<file path="src/rtl/pragmatic_term_scheduler.sv">
// Term scheduler for a bit-pragmatic MAC: walks each lane's set weight bits, lowest first,
// and issues the per-lane and shared shifter controls for every weight vector of a tile.
module pragmatic_term_scheduler #(
    parameter int unsigned VEC_LENGTH = 16,
    parameter int unsigned MAG_WIDTH  = 7,
    parameter int unsigned CNT_WIDTH  = 8
) (
    input  logic                                  clk_i,
    input  logic                                  reset_i,
    input  logic                                  start_i,
    input  logic [CNT_WIDTH-1:0]                  cfg_num_vec_i,
    input  logic                                  w_valid_i,
    output logic                                  w_ready_o,
    input  logic [VEC_LENGTH-1:0][MAG_WIDTH-1:0]  w_mag_i,
    input  logic [VEC_LENGTH-1:0]                 w_sign_i,
    output logic                                  mac_en_o,
    output logic                                  load_accum_o,
    output logic [VEC_LENGTH-1:0][1:0]            shift_1st_sel_o,
    output logic [VEC_LENGTH-1:0]                 shift_1st_en_o,
    output logic [VEC_LENGTH-1:0]                 is_neg_o,
    output logic [1:0]                            shift_2nd_sel_o,
    output logic                                  shift_2nd_en_o,
    output logic                                  vec_done_o,
    output logic                                  busy_o,
    output logic                                  done_o
);

    localparam int unsigned POS_W = (MAG_WIDTH > 2) ? $clog2(MAG_WIDTH) : 2;

    localparam logic [2:0] ST_IDLE  = 3'd0;
    localparam logic [2:0] ST_PRIME = 3'd1;
    localparam logic [2:0] ST_WAIT  = 3'd2;
    localparam logic [2:0] ST_ISSUE = 3'd3;
    localparam logic [2:0] ST_DRAIN = 3'd4;
    localparam logic [2:0] ST_DONE  = 3'd5;

    logic [2:0]                           state_q, state_d;
    logic [CNT_WIDTH-1:0]                 cnt_q, cnt_d;
    logic [VEC_LENGTH-1:0][MAG_WIDTH-1:0] mask_q, mask_d;
    logic [VEC_LENGTH-1:0]                sign_q, sign_d;
    logic                                 first_q, first_d;

    logic                                 w_ready_q, w_ready_d;
    logic                                 mac_en_q, mac_en_d;
    logic                                 load_accum_q, load_accum_d;
    logic [VEC_LENGTH-1:0][1:0]           sel1_q, sel1_d;
    logic [VEC_LENGTH-1:0]                en1_q, en1_d;
    logic [VEC_LENGTH-1:0]                neg_q, neg_d;
    logic [1:0]                           sel2_q, sel2_d;
    logic                                 en2_q, en2_d;
    logic                                 vec_done_q, vec_done_d;
    logic                                 busy_q, busy_d;
    logic                                 done_q, done_d;

    logic                                 xfer;
    logic                                 issue_nx;
    logic                                 any_bits;
    logic                                 all_clear;
    logic [VEC_LENGTH-1:0]                nonempty;
    logic [VEC_LENGTH-1:0][POS_W-1:0]     pos;
    logic [POS_W-1:0]                     min_pos;
    logic [POS_W-1:0]                     base;
    logic [POS_W-1:0]                     diff;

    // Next-state: en1_q is the set of lanes firing this cycle, so it selects which bits retire.
    always_comb begin
        state_d = state_q;
        cnt_d   = cnt_q;
        mask_d  = mask_q;
        sign_d  = sign_q;
        first_d = first_q;
        xfer    = w_ready_q && w_valid_i;

        case (state_q)
            ST_IDLE: begin
                if (start_i) begin
                    state_d = ST_PRIME;
                    cnt_d   = (cfg_num_vec_i == '0) ? CNT_WIDTH'(1) : cfg_num_vec_i;
                    first_d = 1'b1;
                    mask_d  = '0;
                end
            end
            ST_PRIME: state_d = ST_WAIT;
            ST_WAIT: begin
                if (xfer) begin
                    state_d = ST_ISSUE;
                    mask_d  = w_mag_i;
                    sign_d  = w_sign_i;
                    cnt_d   = cnt_q - CNT_WIDTH'(1);
                end
            end
            ST_ISSUE: begin
                first_d = 1'b0;
                for (int j = 0; j < int'(VEC_LENGTH); j++) begin
                    if (en1_q[j]) begin
                        mask_d[j] = mask_q[j] & (mask_q[j] - MAG_WIDTH'(1));
                    end
                end
                if (vec_done_q) begin
                    if (cnt_q == '0) begin
                        state_d = ST_DRAIN;
                    end else if (xfer) begin
                        mask_d = w_mag_i;
                        sign_d = w_sign_i;
                        cnt_d  = cnt_q - CNT_WIDTH'(1);
                    end else begin
                        state_d = ST_WAIT;
                    end
                end
            end
            ST_DRAIN: state_d = ST_DONE;
            ST_DONE:  state_d = ST_IDLE;
            default:  state_d = ST_IDLE;
        endcase
    end

    // Output decode from next-cycle state and masks so every control leaves a flop.
    always_comb begin
        issue_nx  = (state_d == ST_ISSUE);
        nonempty  = '0;
        pos       = '0;
        min_pos   = '1;
        base      = '0;
        diff      = '0;
        all_clear = 1'b1;
        en1_d     = '0;
        sel1_d    = '0;
        neg_d     = '0;

        for (int j = 0; j < int'(VEC_LENGTH); j++) begin
            nonempty[j] = |mask_d[j];
            for (int b = int'(MAG_WIDTH) - 1; b >= 0; b--) begin
                if (mask_d[j][b]) begin
                    pos[j] = POS_W'(b);
                end
            end
            if (nonempty[j] && (pos[j] < min_pos)) begin
                min_pos = pos[j];
            end
        end
        any_bits = |nonempty;
        base     = (min_pos > POS_W'(3)) ? POS_W'(3) : min_pos;

        for (int j = 0; j < int'(VEC_LENGTH); j++) begin
            diff      = pos[j] - base;
            en1_d[j]  = issue_nx && nonempty[j] && (diff <= POS_W'(3));
            sel1_d[j] = en1_d[j] ? 2'(diff) : 2'd0;
            neg_d[j]  = en1_d[j] && sign_d[j];
            if (nonempty[j] &&
                !(en1_d[j] && ((mask_d[j] & (mask_d[j] - MAG_WIDTH'(1))) == '0))) begin
                all_clear = 1'b0;
            end
        end

        en2_d        = issue_nx && any_bits;
        sel2_d       = en2_d ? 2'(base) : 2'd0;
        vec_done_d   = issue_nx && all_clear;
        mac_en_d     = (state_d == ST_PRIME) || issue_nx || (state_d == ST_DRAIN);
        load_accum_d = issue_nx && first_d;
        w_ready_d    = (state_d == ST_WAIT) || (vec_done_d && (cnt_d != '0));
        busy_d       = (state_d != ST_IDLE);
        done_d       = (state_d == ST_DONE);
    end

    always_ff @(posedge clk_i) begin
        if (reset_i) begin
            state_q      <= ST_IDLE;
            cnt_q        <= '0;
            mask_q       <= '0;
            sign_q       <= '0;
            first_q      <= 1'b0;
            w_ready_q    <= 1'b0;
            mac_en_q     <= 1'b0;
            load_accum_q <= 1'b0;
            sel1_q       <= '0;
            en1_q        <= '0;
            neg_q        <= '0;
            sel2_q       <= '0;
            en2_q        <= 1'b0;
            vec_done_q   <= 1'b0;
            busy_q       <= 1'b0;
            done_q       <= 1'b0;
        end else begin
            state_q      <= state_d;
            cnt_q        <= cnt_d;
            mask_q       <= mask_d;
            sign_q       <= sign_d;
            first_q      <= first_d;
            w_ready_q    <= w_ready_d;
            mac_en_q     <= mac_en_d;
            load_accum_q <= load_accum_d;
            sel1_q       <= sel1_d;
            en1_q        <= en1_d;
            neg_q        <= neg_d;
            sel2_q       <= sel2_d;
            en2_q        <= en2_d;
            vec_done_q   <= vec_done_d;
            busy_q       <= busy_d;
            done_q       <= done_d;
        end
    end

    assign w_ready_o       = w_ready_q;
    assign mac_en_o        = mac_en_q;
    assign load_accum_o    = load_accum_q;
    assign shift_1st_sel_o = sel1_q;
    assign shift_1st_en_o  = en1_q;
    assign is_neg_o        = neg_q;
    assign shift_2nd_sel_o = sel2_q;
    assign shift_2nd_en_o  = en2_q;
    assign vec_done_o      = vec_done_q;
    assign busy_o          = busy_q;
    assign done_o          = done_q;

endmodule

</file>
<file path="config.mk">
export PLATFORM = sky130hd
export DESIGN_NAME = pragmatic_term_scheduler
export DESIGN_NICKNAME = d
export VERILOG_FILES = /design/src/rtl/pragmatic_term_scheduler.sv
export SDC_FILE = /design/constraint.sdc
export NUM_CORES = 1
export LEC_CHECK = 0
export ABC_AREA = 1
export ABC_CLOCK_PERIOD_IN_PS = 29800
export CORE_MARGIN = 5
export CORE_UTILIZATION = 36
export CTS_CLUSTER_SIZE = 10
export DETAILED_ROUTE_END_ITERATION = 8
export GPL_TIMING_DRIVEN = 0
export SYNTH_ARGS = -nofsm -noshare
export SYNTH_HDL_FRONTEND = slang
export SYNTH_SLANG_ARGS = --single-unit
</file>
<file path="constraint.sdc">
create_clock -name clk_i -period 29.8 [get_ports clk_i]
set_input_delay 5.96 -clock clk_i [delete_from_list [all_inputs] [get_ports clk_i]]
set_output_delay 5.96 -clock clk_i [all_outputs]
set_load 0.01 [all_outputs]
</file>
# Yosys cells after proc, flatten, opt, wreduce, memory -nomap -nowiden
# Index checks and enable logic that the tools add are counted.
totals:
  register_bits: 213
  in_bits: 140
op_classes:
  add_sub_neg: 49
  mux: 185
  eq_ne: 9
  magnitude_cmp: 33
  bitwise_logic: 49
  reduce_logical: 175
op_table:
  columns: ["op", "n"]
  rows:
  - ["$mux 112", 5]
  - ["$mux 3", 134]
  - ["$pmux 112 s3", 1]
  - ["$and 7x7->7", 32]
  - ["$sub 7x1->7 const B", 32]
  - ["$logic_not 7->1", 16]
  - ["$mux 7", 16]
  - ["$reduce_or 112->1", 1]
  - ["$reduce_or 7->1", 16]
  - ["$logic_and 1x1->1", 101]
  - ["$le 3x2->1 const B", 16]
  - ["$mux 16", 3]
  - ["$sub 3x3->3", 16]
  - ["$lt 3x3->1", 15]
  - ["$mux 8", 5]
  - ["$reduce_or 2->1", 17]
  - ["$pmux 16 s2", 1]
  - ["$pmux 8 s3", 1]
  - ["$mux 1", 17]
  - ["$not 1->1", 17]
  - ["$logic_not 1->1", 16]
  - ["$logic_not 8->1", 2]
  - ["$pmux 3 s5", 1]
  - ["$eq 3x2->1 const B", 4]
  - ["10 further kinds", 15]

# Longest topological paths before layout
# Gate-level depths: netlist (run 1).
depth:
  ltp_word: 89
  mapped_depth: 135

# Worst setup path after synthesis (run 1)
# No wires, ideal clock.
synth_timing:
  path_type: "input-to-reg"
  from: "in w_valid_i"
  to: "reg w_ready_q (netlist: w_ready_o)"
  t_arrival_ps: 23038
  slack_ps: 6703
  setup_time_ps: 59
  n_path_buf: 1
  cell_stages: 89
  path_cell_list: "nand2_1 > inv_1 > buf_2 > nand2_2 > inv_2 > a22oi_2 > nand2_1 > nor2_2 > inv_1 > o21ai_0 > nand2_1 > and2_1 > ha_1 > a21o_1 > nor2_1 > nand2_2 > o21ai_0 > ha_1 > (+53 left out) > a211oi_1 > nand2_2 > nand2_1 > nand2_2 > nand2_1 > ha_1 > inv_1 > fa_1 > nand2_1 > nand2_1 > nor2_1 > o211ai_1 > a22o_1 > nor3_1 > nand2_1 > nor4_1 > o31ai_1 > nand2_1"
synth_via:
  elab_chain_cells: 87
  word_cells_on_any_way: 375
  cone_classes: "add/sub: 32; order compare: 33; eq/ne: 2; mux: 159; bitwise: 16; reduce/logical: 133"
synth_lines:
  columns: ["item", "line", "source"]
  rows:
  - ["start, declared", "12", "input logic w_valid_i,"]
  - ["$logic_and 1x1->1 *", "72", "xfer = w_ready_q && w_valid_i;"]
  - ["$mux 112", "102", "end else if (xfer) begin"]
  - ["$mux 112", "100", "if (cnt_q == '0) begin"]
  - ["$mux 112", "99", "if (vec_done_q) begin"]
  - ["$pmux 112 s3 *", "74", "case (state_q)"]
  - ["$mux 3 (7 in a row)", "133", "if (mask_d[j][b]) begin"]
  - ["$lt 3x3->1", "137", "if (nonempty[j] && (pos[j] < min_pos)) begin"]
  - ["$logic_and 1x1->1", "137", null]
  - ["(+48 left out)", null, null]
  - ["net base[0]", "62", "logic [POS_W-1:0] base;"]
  - ["(+3 left out)", null, null]
  - ["$logic_and 1x1->1", "150", "!(en1_d[j] && ((mask_d[j] & (mask_d[j] - MAG_WIDTH'(1))) == '0))) begin"]
  - ["$logic_not 1->1", "150", null]
  - ["$logic_and 1x1->1", "149", "if (nonempty[j] &&"]
  - ["$mux 1 (15 in a row)", "149", null]
  - ["$mux 1 *", "149", null]
  - ["$logic_and 1x1->1 *", "157", "vec_done_d = issue_nx && all_clear;"]
  - ["$logic_and 1x1->1 *", "160", "w_ready_d = (state_d == ST_WAIT) || (vec_done_d && (cnt_d != '0));"]
  - ["$logic_or 1x1->1 *", "160", null]
  - ["end signal, assigned", "189", "w_ready_q <= w_ready_d;"]
  - ["end, declared", "43", "logic w_ready_q, w_ready_d;"]
# Mark *: on every way through the listed nets, which the timed path passes. The rest lies on a longest branch.
# A chain may end at the register's enable or synchronous reset.

# Final worst setup path (run 1)
# Ends and elaborated chain as after synthesis.

==> results of run 1 <==
power breakdown:
| part | leakage, nW | internal [W] | switching, W |
|---|---|---|---|
| Combinational | 6.58 | 0.000104 | 0.000192 |
| Clock | 0.440 | 0.000201 | 0.000131 |
| Sequential | 1.72 | 0.000289 | 0.00000320 |
cells in the mapped netlist (all sizes together):
cell type	n	area [sq um]
o2111ai	2	17.5
a221oi	20	175
and2	39	244
a32oi	1	8.76
or2	7	43.8
buf	22	104
nand2	462	1910
nor2	329	1290
a22o	4	35.0
a41oi	2	17.5
o22ai	5	31.3
ha	47	588
nand4	12	90.1
fa	16	320
a211oi	14	105
dfxtp	213	4260
a22oi	76	576
o211ai	22	165
clkbuf	47	176
o221ai	29	254
a31o	1	8.76
nor3	39	200
a31oi	12	75.1
o21ai	183	931
nand3	75	493
nand3b	2	15.0
o32ai	1	8.76
or3	1	6.26
a21o	3	22.5
a21oi	82	425
o21a	7	52.6
a21boi	27	203
inv	377	1420
nor4	21	131
o31ai	3	22.5
cell families (layout without fill, tap and decap cells):
kind of cell	after synthesis	in the layout	share of synthesized area, %
and+or+nand+nor	987	987	30.7
DFF	213	213	29.6
buffers and inverters	446	703	11.8
AOI/OAI and AO/OA	494	494	21.7
adders and majority gates	63	63	6.30
sequential cells by signal, summed over array words and instances, names as in the netlist:
signal and cells:
mac_en_o 1, shift_1st_en_o 16, busy_o 1, vec_done_o 1
mask_q 112, is_neg_o 16, cnt_q 8, shift_1st_sel_o 32
shift_2nd_en_o 1, load_accum_o 1, sign_q 16, w_ready_o 1
first_q 1, shift_2nd_sel_o 2, done_o 1, state_q 3
critical path, delay by kind of cell:
kind	cells	cell delay [ns]
AND/OR/NAND/NOR	32	5.73
AO/OA/AOI/OAI	33	9.53
buffers and inverters	7	1.65
adder cells (fa/ha/maj)	17	5.21
layout make-up:
type,instances,area share [%]
timing repair buffer,211,11.7
multi-input combinational,1544,46.8
sequential,213,23.6
clock inverter,5,0.290
tap,525,3.63
buffer,69,1.55
clock buffer,41,4.65
inverter,377,7.82
per-stage QoR:
stage,util (%),area (sq um)
2_1_floorplan,-,14400
3_3_place_gp,43.3,17200
3_5_place_dp,43.3,17200
4_1_cts,45.5,18100
5_1_grt,45.5,18100
6_report,45.5,18100
layer usage:
metal | vias up | share of wire [%]
met3 | 110 | 7.5
met4 | 0 | 4.2
met5 | - | 0
met2 | 591 | 45
li1 | 7701 | -
met1 | 7351 | 44
worst paths after layout:
path | to | slack, ns | depth (start not counted)
setup reg to reg | w_ready_o | 7.64 | 88
hold reg to reg | mask_q[12] | 0.50 | 2
setup / recovery | w_ready_o | 2.16 | 89
hold / removal | mask_q[12] | 0.50 | 2
==> reports/metrics.yaml, run 1 <==
multi_input_area_sq_mm: 0.00847
final_common_cell: "nand2_1"
dp.cells: 2939
yosys_warnings: 0
power_leakage_nw: 8.74
met1_usage_pct: 32.0
cp-start-kind: "primary input"
synth.distinct_cells: 52
via_per_inst: 5.28
ys_ff_latch: 213
final.setup_skew_ns: 0.0143
gr-max-usage-layer: "met2"
startpoint: "w_valid_i"
ant_nets: 0
fill_cells: 4126
cp_common_cell: "nand2_2"
cp_max_fo: 16
grtUsageTotal_pct: 24.1
crit_path_end_kind: "register"
avgSynthCellArea_sq_um: 6.55
clockBufferDepth: 3
io_buffer_count: 211
initial_utilization_pct: 36.3
syn_nets: 2406
core_area_sq_mm: 0.0397
insertion_delay_ns: 0.56
worst_slew_pin_slew_ns: 1.40
pin_count: 213
worst_slack_ns: 2.16
hold_buffers: 0
antenna_found_initial: 0
drt_drc_violations_left: 0
dieArea_sq_mm: 0.0442
cts_sinks: 213
drt_iter0_drc: 1216
layout_common_cells: "398 x nand2_1, 361 x inv_1, 314 x nor2_1"
grt_pass1_vias: 15200
n_antenna_cell: 0
clock-root-buffer: "clkbuf_16"
holdCritStartpoint: "mask_q[12]"
fin_crit_sh_pct: 92.8
power_w: 0.000920
cp.required_ns: 30.29
wirelength_mm: 55.6
syn_inst: 2203
pre_cts_slack_ns: 1.90
area_delta_synth_final_pct: 25.4
hold_viol: 0
routed-via-count: 15800
h-tree-depth: 1
grt_pass1_wl_mm: 84.4
layout.cells.non_filler: 2985
die_h_um: 210
power.density_mw_per_mm2: 50.9
hp-class: "reg2reg"
post-route-min-period_ns: 27.64
slowest_stage: "nand2_1"
die_width_um: 210
crit_type: "in2reg"
grt.met2_usage_pct: 39.0
cap_violations: 0
place_hpwl_mm: 43.4
slowest_delay_ns: 0.80
hold_ws_ns: 0.498
outcome: "complete, no violations"
regArea_sq_mm: 0.00426
wl_per_cell_um: 18.6
grt_max_degree: 17
met3_usage_pct: 4.61
worst_r2r_startpoint: "w_ready_o"
cp.arrival_ns: 28.13
cts-buffers-inserted: 28
drive_gt1_share_pct: 7.40
cts_resized: 0
place.gp.congestion: 0.965
ir_drop_uv: 36.2
drt-pass1-iter-count: 5
relSlewSlack_pct: 6.66
max_clock_freq_ghz: 0.0362
cts_tree: "done"
synth_area_sq_mm: 0.0144
rsz0062_at_grt: "no"
grt_overflow: 0
cts_setup_buffers: 0
ys_seq_area_share_pct: 29.6
path_clk_slew_ns: 0.06
setup_violations: 0
fin_tns_setup_ns: 0
finalMaxSlewViolations: 0
nNetsFinal: 2647
rows: 73
Power figures use the tool's default switching activity.
==> inputs of run 2 (changes only) <==
--- a/config.mk
+++ b/config.mk
@@ -12,6 +12,7 @@
 export CTS_CLUSTER_SIZE = 10
 export DETAILED_ROUTE_END_ITERATION = 8
 export GPL_TIMING_DRIVEN = 0
+export PLACE_DENSITY = 0.54
 export SYNTH_ARGS = -nofsm -noshare
 export SYNTH_HDL_FRONTEND = slang
 export SYNTH_SLANG_ARGS = --single-unit
==> reports/metrics.yaml, run 2 (synthesis results as in run 1) <==
fin_tns_setup_ns: 0  # unchanged
ant_nets: 0  # unchanged
area_delta_synth_final_pct: 25.5  # about the same
insertion_delay_ns: 0.58  # +0.02 ns
final.setup_skew_ns: 0.0124  # -0.00190 ns
hold_depth: 2  # unchanged
setup_violations: 0  # unchanged
hp-class: "reg2reg"
cp.arrival_ns: 28.25  # +0.12 ns
cp_common_cell: "nand2_2"
clock-root-buffer: "clkbuf_16"
outcome: "complete, no violations"
layout.cells.non_filler: 2986  # +0.034%
internal_power_w: 0.000600  # +0.91%
final_common_cell: "nand2_1"
crit_type: "in2reg"
drt_drc_violations_left: 0  # unchanged
dieArea_sq_mm: 0.0442  # unchanged
wirelength_mm: 55.6  # about the same
cap_violations: 0  # unchanged
worst_r2r_startpoint: "cnt_q[0]"
die_width_um: 210  # unchanged
finalMaxSlewViolations: 0  # unchanged
pin_count: 213  # unchanged
wl_per_cell_um: 18.6  # about the same
path_clk_slew_ns: 0.05  # about the same
n_antenna_cell: 0  # unchanged
p_comb_share_pct: 31.6  # -0.6 points
via_per_inst: 5.18  # -1.9%
startpoint: "w_valid_i"
rows: 73  # unchanged
grt_max_degree: 17  # unchanged
drive_gt1_share_pct: 7.31  # -0.084 points
hold_viol: 0  # unchanged
power.density_mw_per_mm2: 51.2  # +0.57%
cp.required_ns: 30.31  # +0.02 ns
h-tree-depth: 1  # unchanged
grt_pass1_vias: 14800  # -2.7%
power_leakage_nw: 8.74  # about the same
post-route-min-period_ns: 27.74  # +0.100 ns
cp-start-kind: "primary input"
cts_sinks: 213  # unchanged
final_util_pct: 45.6  # about the same
rr_endpoint: "w_ready_o"
drt-pass1-iter-count: 5  # unchanged
crit_path_end_kind: "register"
die_h_um: 210  # unchanged
holdPathEnd: "mask_q[12]"
max_clock_freq_ghz: 0.0360  # -0.36%
dp.cells: 2939  # unchanged
p_sw_w: 0.000327  # +0.18%
relSlewSlack_pct: 7.86  # +1.2 points
ir_drop_uv: 38.9  # +7.3%
nNetsFinal: 2647  # unchanged
antenna_found_initial: 2  # +2
cp_max_fo: 16  # unchanged
holdCritStartpoint: "mask_q[12]"
grt_pass1_wl_mm: 84.9  # +0.55%
io_buffer_count: 211  # unchanged
hold_buffers: 0  # unchanged
cts_resized: 0  # unchanged
fin_crit_sh_pct: 93.1  # +0.34 points
grtUsageTotal_pct: 24.3  # +0.15 points
routed-via-count: 15500  # -1.9%
place.gp.congestion: 0.913  # -5.4%
clockBufferDepth: 3  # unchanged
r2r_slack_ns: 7.52  # -0.12 ns
rsz0062_at_grt: "no"
place_hpwl_mm: 43.5  # +0.25%
top_register: "mask_q"
cts_tree: "done"
drt_iter0_drc: 1097  # -9.8%
slowest_stage: "nand2_1"
cts-buffers-inserted: 28  # unchanged
worstRegToRegCells: 93  # +5.7%
core_area_sq_mm: 0.0397  # unchanged
switching_share_pct: 35.3  # -0.17 points
cts_setup_buffers: 0  # unchanged
initial_utilization_pct: 36.3  # unchanged
pwr-share-seq_pct: 31.6  # -0.2 points
power.share.clock_pct: 36.9  # +0.9 points
layout_common_cells: "398 x nand2_1, 361 x inv_1, 314 x nor2_1"
slowest_delay_ns: 0.89  # +0.09 ns
fill_cells: 4101  # -0.61%
grt_overflow: 0  # unchanged
worst_slew_pin_slew_ns: 1.38  # -0.0181 ns
largest_reg_flops: 112  # unchanged
## run 2: worst max-delay path, delay by kind of cell
family | cells | cell delay [ns]
buffers and inverters | 7 | 1.63
adders and majority gates | 17 | 5.24
and+or+nand+nor | 32 | 5.78
AOI/OAI and AO/OA | 33 | 9.62
## run 2: worst max path at each step
| stage | end |
|---|---|
| 2_1_floorplan | w_ready_o |
| 3_3_place_gp | w_ready_o |
| 3_5_place_dp | w_ready_o |
| 4_1_cts | w_ready_o |
| 5_1_grt | w_ready_o |
| 6_report | w_ready_o |
## run 2: layout make-up
type / count / area (sq um) / area share [%]
plain buffers: 69 / 280 / 1.55
clock inverters: 7 / 121 / 0.670
flip-flops and latches: 213 / 4260 / 23.6
inverters: 377 / 1420 / 7.82
multi-input cells: 1544 / 8470 / 46.8
clock buffers: 40 / 786 / 4.34
repair buffers: 211 / 2110 / 11.7
well taps: 525 / 657 / 3.63
## run 2: power groups by stage
stage | logic, W | registers, W | clock network (W)
6_report | 0.000292 | 0.000293 | 0.000341
3_5_place_dp | 0.000291 | 0.000299 | 0
2_1_floorplan | 0.000178 | 0.000299 | 0
3_3_place_gp | 0.000289 | 0.000299 | 0
4_1_cts | 0.000294 | 0.000292 | 0.000347
5_1_grt | 0.000329 | 0.000293 | 0.000359
## run 2: stage by stage
step | hold WS (ns) | total power [W] | setup WS [ns] | area [sq um]
after global placement | 0.473 | 0.000587 | 2.08 | 17200
after global routing | 0.531 | 0.000980 | 0.151 | 18100
after detailed placement | 0.482 | 0.000590 | 1.65 | 17200
final | 0.491 | 0.000926 | 2.06 | 18100
after floorplan | 0.461 | 0.000477 | 6.70 | 14400
after CTS | 0.489 | 0.000934 | 2.18 | 18100
## run 2: metal layers
layer | track usage [%] | vias up | part of all wire, %
met1 | 34.0 | 7160 | 47
met4 | 6.28 | 0 | 2.2
met2 | 40.1 | 497 | 45
li1 | - | 7723 | -
met5 | 0 | - | 0
met3 | 2.69 | 74 | 5.7
==> inputs of run 3 (changes only) <==
--- a/config.mk
+++ b/config.mk
@@ -5,10 +5,10 @@
 export SDC_FILE = /design/constraint.sdc
 export NUM_CORES = 1
 export LEC_CHECK = 0
-export ABC_AREA = 1
 export ABC_CLOCK_PERIOD_IN_PS = 29800
 export CORE_MARGIN = 5
 export CORE_UTILIZATION = 36
+export CTS_BUF_LIST = sky130_fd_sc_hd__clkbuf_2
 export CTS_CLUSTER_SIZE = 10
 export DETAILED_ROUTE_END_ITERATION = 8
 export GPL_TIMING_DRIVEN = 0
==> reports/metrics.yaml, run 3 <==
outcome: "complete, no violations"
synth_area_sq_mm: 0.0142  # -1.5%
synthDominantCellAreaShare_pct: 30.0  # +0.45 points
post-route-min-period_ns: 28.69  # +0.946 ns
grt_overflow: 0  # unchanged
cp-start-kind: "primary input"
met1_usage_pct: 34.6  # +0.59 points
core_area_sq_mm: 0.0388  # -2.3%
gr-max-usage-layer: "met2"
synth_edf_count: 0  # unchanged
power.density_mw_per_mm2: 47.9  # -6.3%
clockBufferDepth: 3  # unchanged
ys_seq_area_share_pct: 30.0  # +0.45 points
final.setup_skew_ns: 0.0393  # +0.0269 ns
finalMaxSlewViolations: 0  # unchanged
regArea_sq_mm: 0.00426  # unchanged
crit_type: "in2reg"
clock-root-buffer: "clkbuf_2"
synth_compound_area_share_pct: 31.2  # +9.5 points
grt_max_degree: 17  # unchanged
max_clock_freq_ghz: 0.0349  # -3.3%
design_area_sq_mm: 0.0182  # +0.26%
grt_pass1_wl_mm: 93.6  # +10%
routed-via-count: 15900  # +3.2%
yosys_warnings: 0  # unchanged
drive_gt1_share_pct: 13.5  # +6.2 points
synthSimpleGateAreaFrac_pct: 23.9  # -6.7 points
hold_depth: 2  # unchanged
drt-pass1-iter-count: 6  # +1
synthArstFlopShare_pct: 0  # unchanged
slowest_stage: "a222oi_1"
syn_inst: 1788  # -19%
setup_violations: 0  # unchanged
post-synth-top-count-cell: "nor2_1"
synthAdderAreaFrac_pct: 7.24  # +0.94 points
via_per_inst: 5.99  # +16%
placed_area_sq_mm: 0.0170  # -1.3%
initial_utilization_pct: 36.6  # +0.29 points
die_h_um: 209  # -0.72%
crit_path_end_kind: "register"
final_util_pct: 46.7  # +1.2 points
drt_iter0_drc: 1376  # +25%
pin_count: 213  # unchanged
io_buffer_count: 211  # unchanged
rr_endpoint: "w_ready_o"
layout_common_cells: "230 x nor2_1, 213 x dfxtp_1, 209 x clkdlybuf4s50_1"
avgSynthCellArea_sq_um: 7.95  # +21%
synth_flop_cell: "dfxtp_1"
top_register: "mask_q"
synth-xor-area-share_pct: 0.185  # +0.18 points
place.gp.congestion: 0.961  # +5.3%
synth_top_cell_by_area: "dfxtp_1"
grt.met2_usage_pct: 46.3  # +6.2 points
power_w: 0.000870  # -6.1%
syn_nets: 1991  # -17%
met3_usage_pct: 5.31  # +2.6 points
cp_common_cell: "ha_1"
fill_cells: 3916  # -4.5%
hp-class: "reg2reg"
cts_sinks: 213  # unchanged
ys_ff_latch: 213  # unchanged
cts_tree: "done"
synth_top_family_by_area: "compound AO/OA/AOI/OAI gates"
synthTopCellsByArea: "dfxtp_1 30%, nor2_1 6.2%, o21ai_0 4.2%"
holdPathEnd: "mask_q[111]"
cp.arrival_ns: 29.71  # +1.46 ns
hold_viol: 0  # unchanged
drt_drc_violations_left: 0  # unchanged
yosys-top-cells-count: "234 x nor2_1, 213 x dfxtp_1, 142 x nand2_1, 118 x o21ai_0, 79 x inv_1"
place_hpwl_mm: 47.7  # +9.7%
worst_slew_pin_slew_ns: 1.28  # -0.103 ns
r2r_slack_ns: 4.99  # -2.53 ns
area_delta_synth_final_pct: 27.7
hold_buffers: 0  # unchanged
wl_per_cell_um: 24.1  # +30%
cp_max_fo: 10  # -6
h-tree-depth: 2  # +1
synth.distinct_cells: 92  # +77%
nNetsFinal: 2298  # -13%
die_width_um: 209  # -0.72%
ant_nets: 0  # unchanged
synth.area.mux_share_pct: 2.20  # +2.2 points
antenna_found_initial: 2  # unchanged
multi_input_area_sq_mm: 0.00952  # +12%
cp.required_ns: 30.82  # +0.51 ns
insertion_delay_ns: 1.08  # +0.50 ns
cts-buffers-inserted: 59  # +110%
final_common_cell: "nor2_1"
cap_violations: 0  # unchanged
worst_r2r_startpoint: "state_q[1]"
grt_pass1_vias: 15300  # +3.2%
slowest_delay_ns: 0.60  # -0.29 ns
dieArea_sq_mm: 0.0435  # -1.4%
grtUsageTotal_pct: 27.8  # +3.5 points
path_clk_slew_ns: 0.10  # +0.05 ns
rows: 72  # -1.4%
fin_crit_sh_pct: 96.3  # +3.2 points
wirelength_mm: 64.1  # +15%
ir_drop_uv: 30.2  # -22%
holdCritStartpoint: "mask_q[111]"
largest_reg_flops: 112  # unchanged
fin_tns_setup_ns: 0  # unchanged
relSlewSlack_pct: 14.7  # +6.9 points
worstRegToRegCells: 126  # +35%
power_leakage_nw: 7.48  # -14%
[run 3: kinds of logic after synthesis]
kind of cell,after synthesis
flip-flops,213
AND/OR/NAND/NOR,691
multiplexers,30
adder cells (fa/ha/maj),75
XOR/XNOR,3
AO/OA/AOI/OAI,613
buffers and inverters,163
[run 3: what timing repair did]
action / in CTS / in global routing
pin swaps: 4 / 18
setup buffers: 17 / 18
setup endpoints to repair: 67 / 66
gates resized for setup: 43 / 67
[run 3: critical path: cells and delay by family]
kind / cells / cell delay (ns)
adder cells (fa/ha/maj): 16 / 4.95
buffers and inverters: 10 / 1.32
AO/OA/AOI/OAI: 62 / 11.28
multiplexers: 4 / 0.93
AND/OR/NAND/NOR: 32 / 5.19
[run 3: worst max path at each step]
stage / to / startpoint
2_1_floorplan: w_ready_o / start_i
3_3_place_gp: w_ready_o / start_i
3_5_place_dp: w_ready_o / start_i
4_1_cts: w_ready_o / w_valid_i
5_1_grt: w_ready_o / start_i
6_report: w_ready_o / w_valid_i
[run 3: report_power, final]
group / switching [W] / total [W] / internal [W]
clock network: 0.000142 / 0.000222 / 0.0000801
registers: 0.00000328 / 0.000291 / 0.000288
logic: 0.000211 / 0.000357 / 0.000146
[run 3: through the flow]
| step | hold slack (ns) | setup slack [ns] | std cells |
|---|---|---|---|
| after floorplan | 0.454 | 1.93 | 1788 |
| after global placement | 0.469 | -4.06 | 2517 |
| after detailed placement | 0.476 | -4.45 | 2517 |
| after CTS | 0.494 | 0.00474 | 2639 |
| after global routing | 0.523 | -0.0101 | 2660 |
| final | 0.491 | 1.11 | 2660 |
[run 3: final cells by class]
type	count	area share, %
multi-input combinational	1412	52.5
sequential	213	23.5
timing repair buffer	246	13.1
tap	518	3.57
buffer	84	2.83
clock buffer	89	2.45
inverter	79	1.65
clock inverter	16	0.365
antenna	3	0.0414
[run 3: metal layers]
metal | routed length (um) | vias up
li1 | - | 7394
met2 | 29900 | 749
met1 | 26000 | 7627
met5 | 0 | -
met4 | 3350 | 0
met3 | 4860 | 174
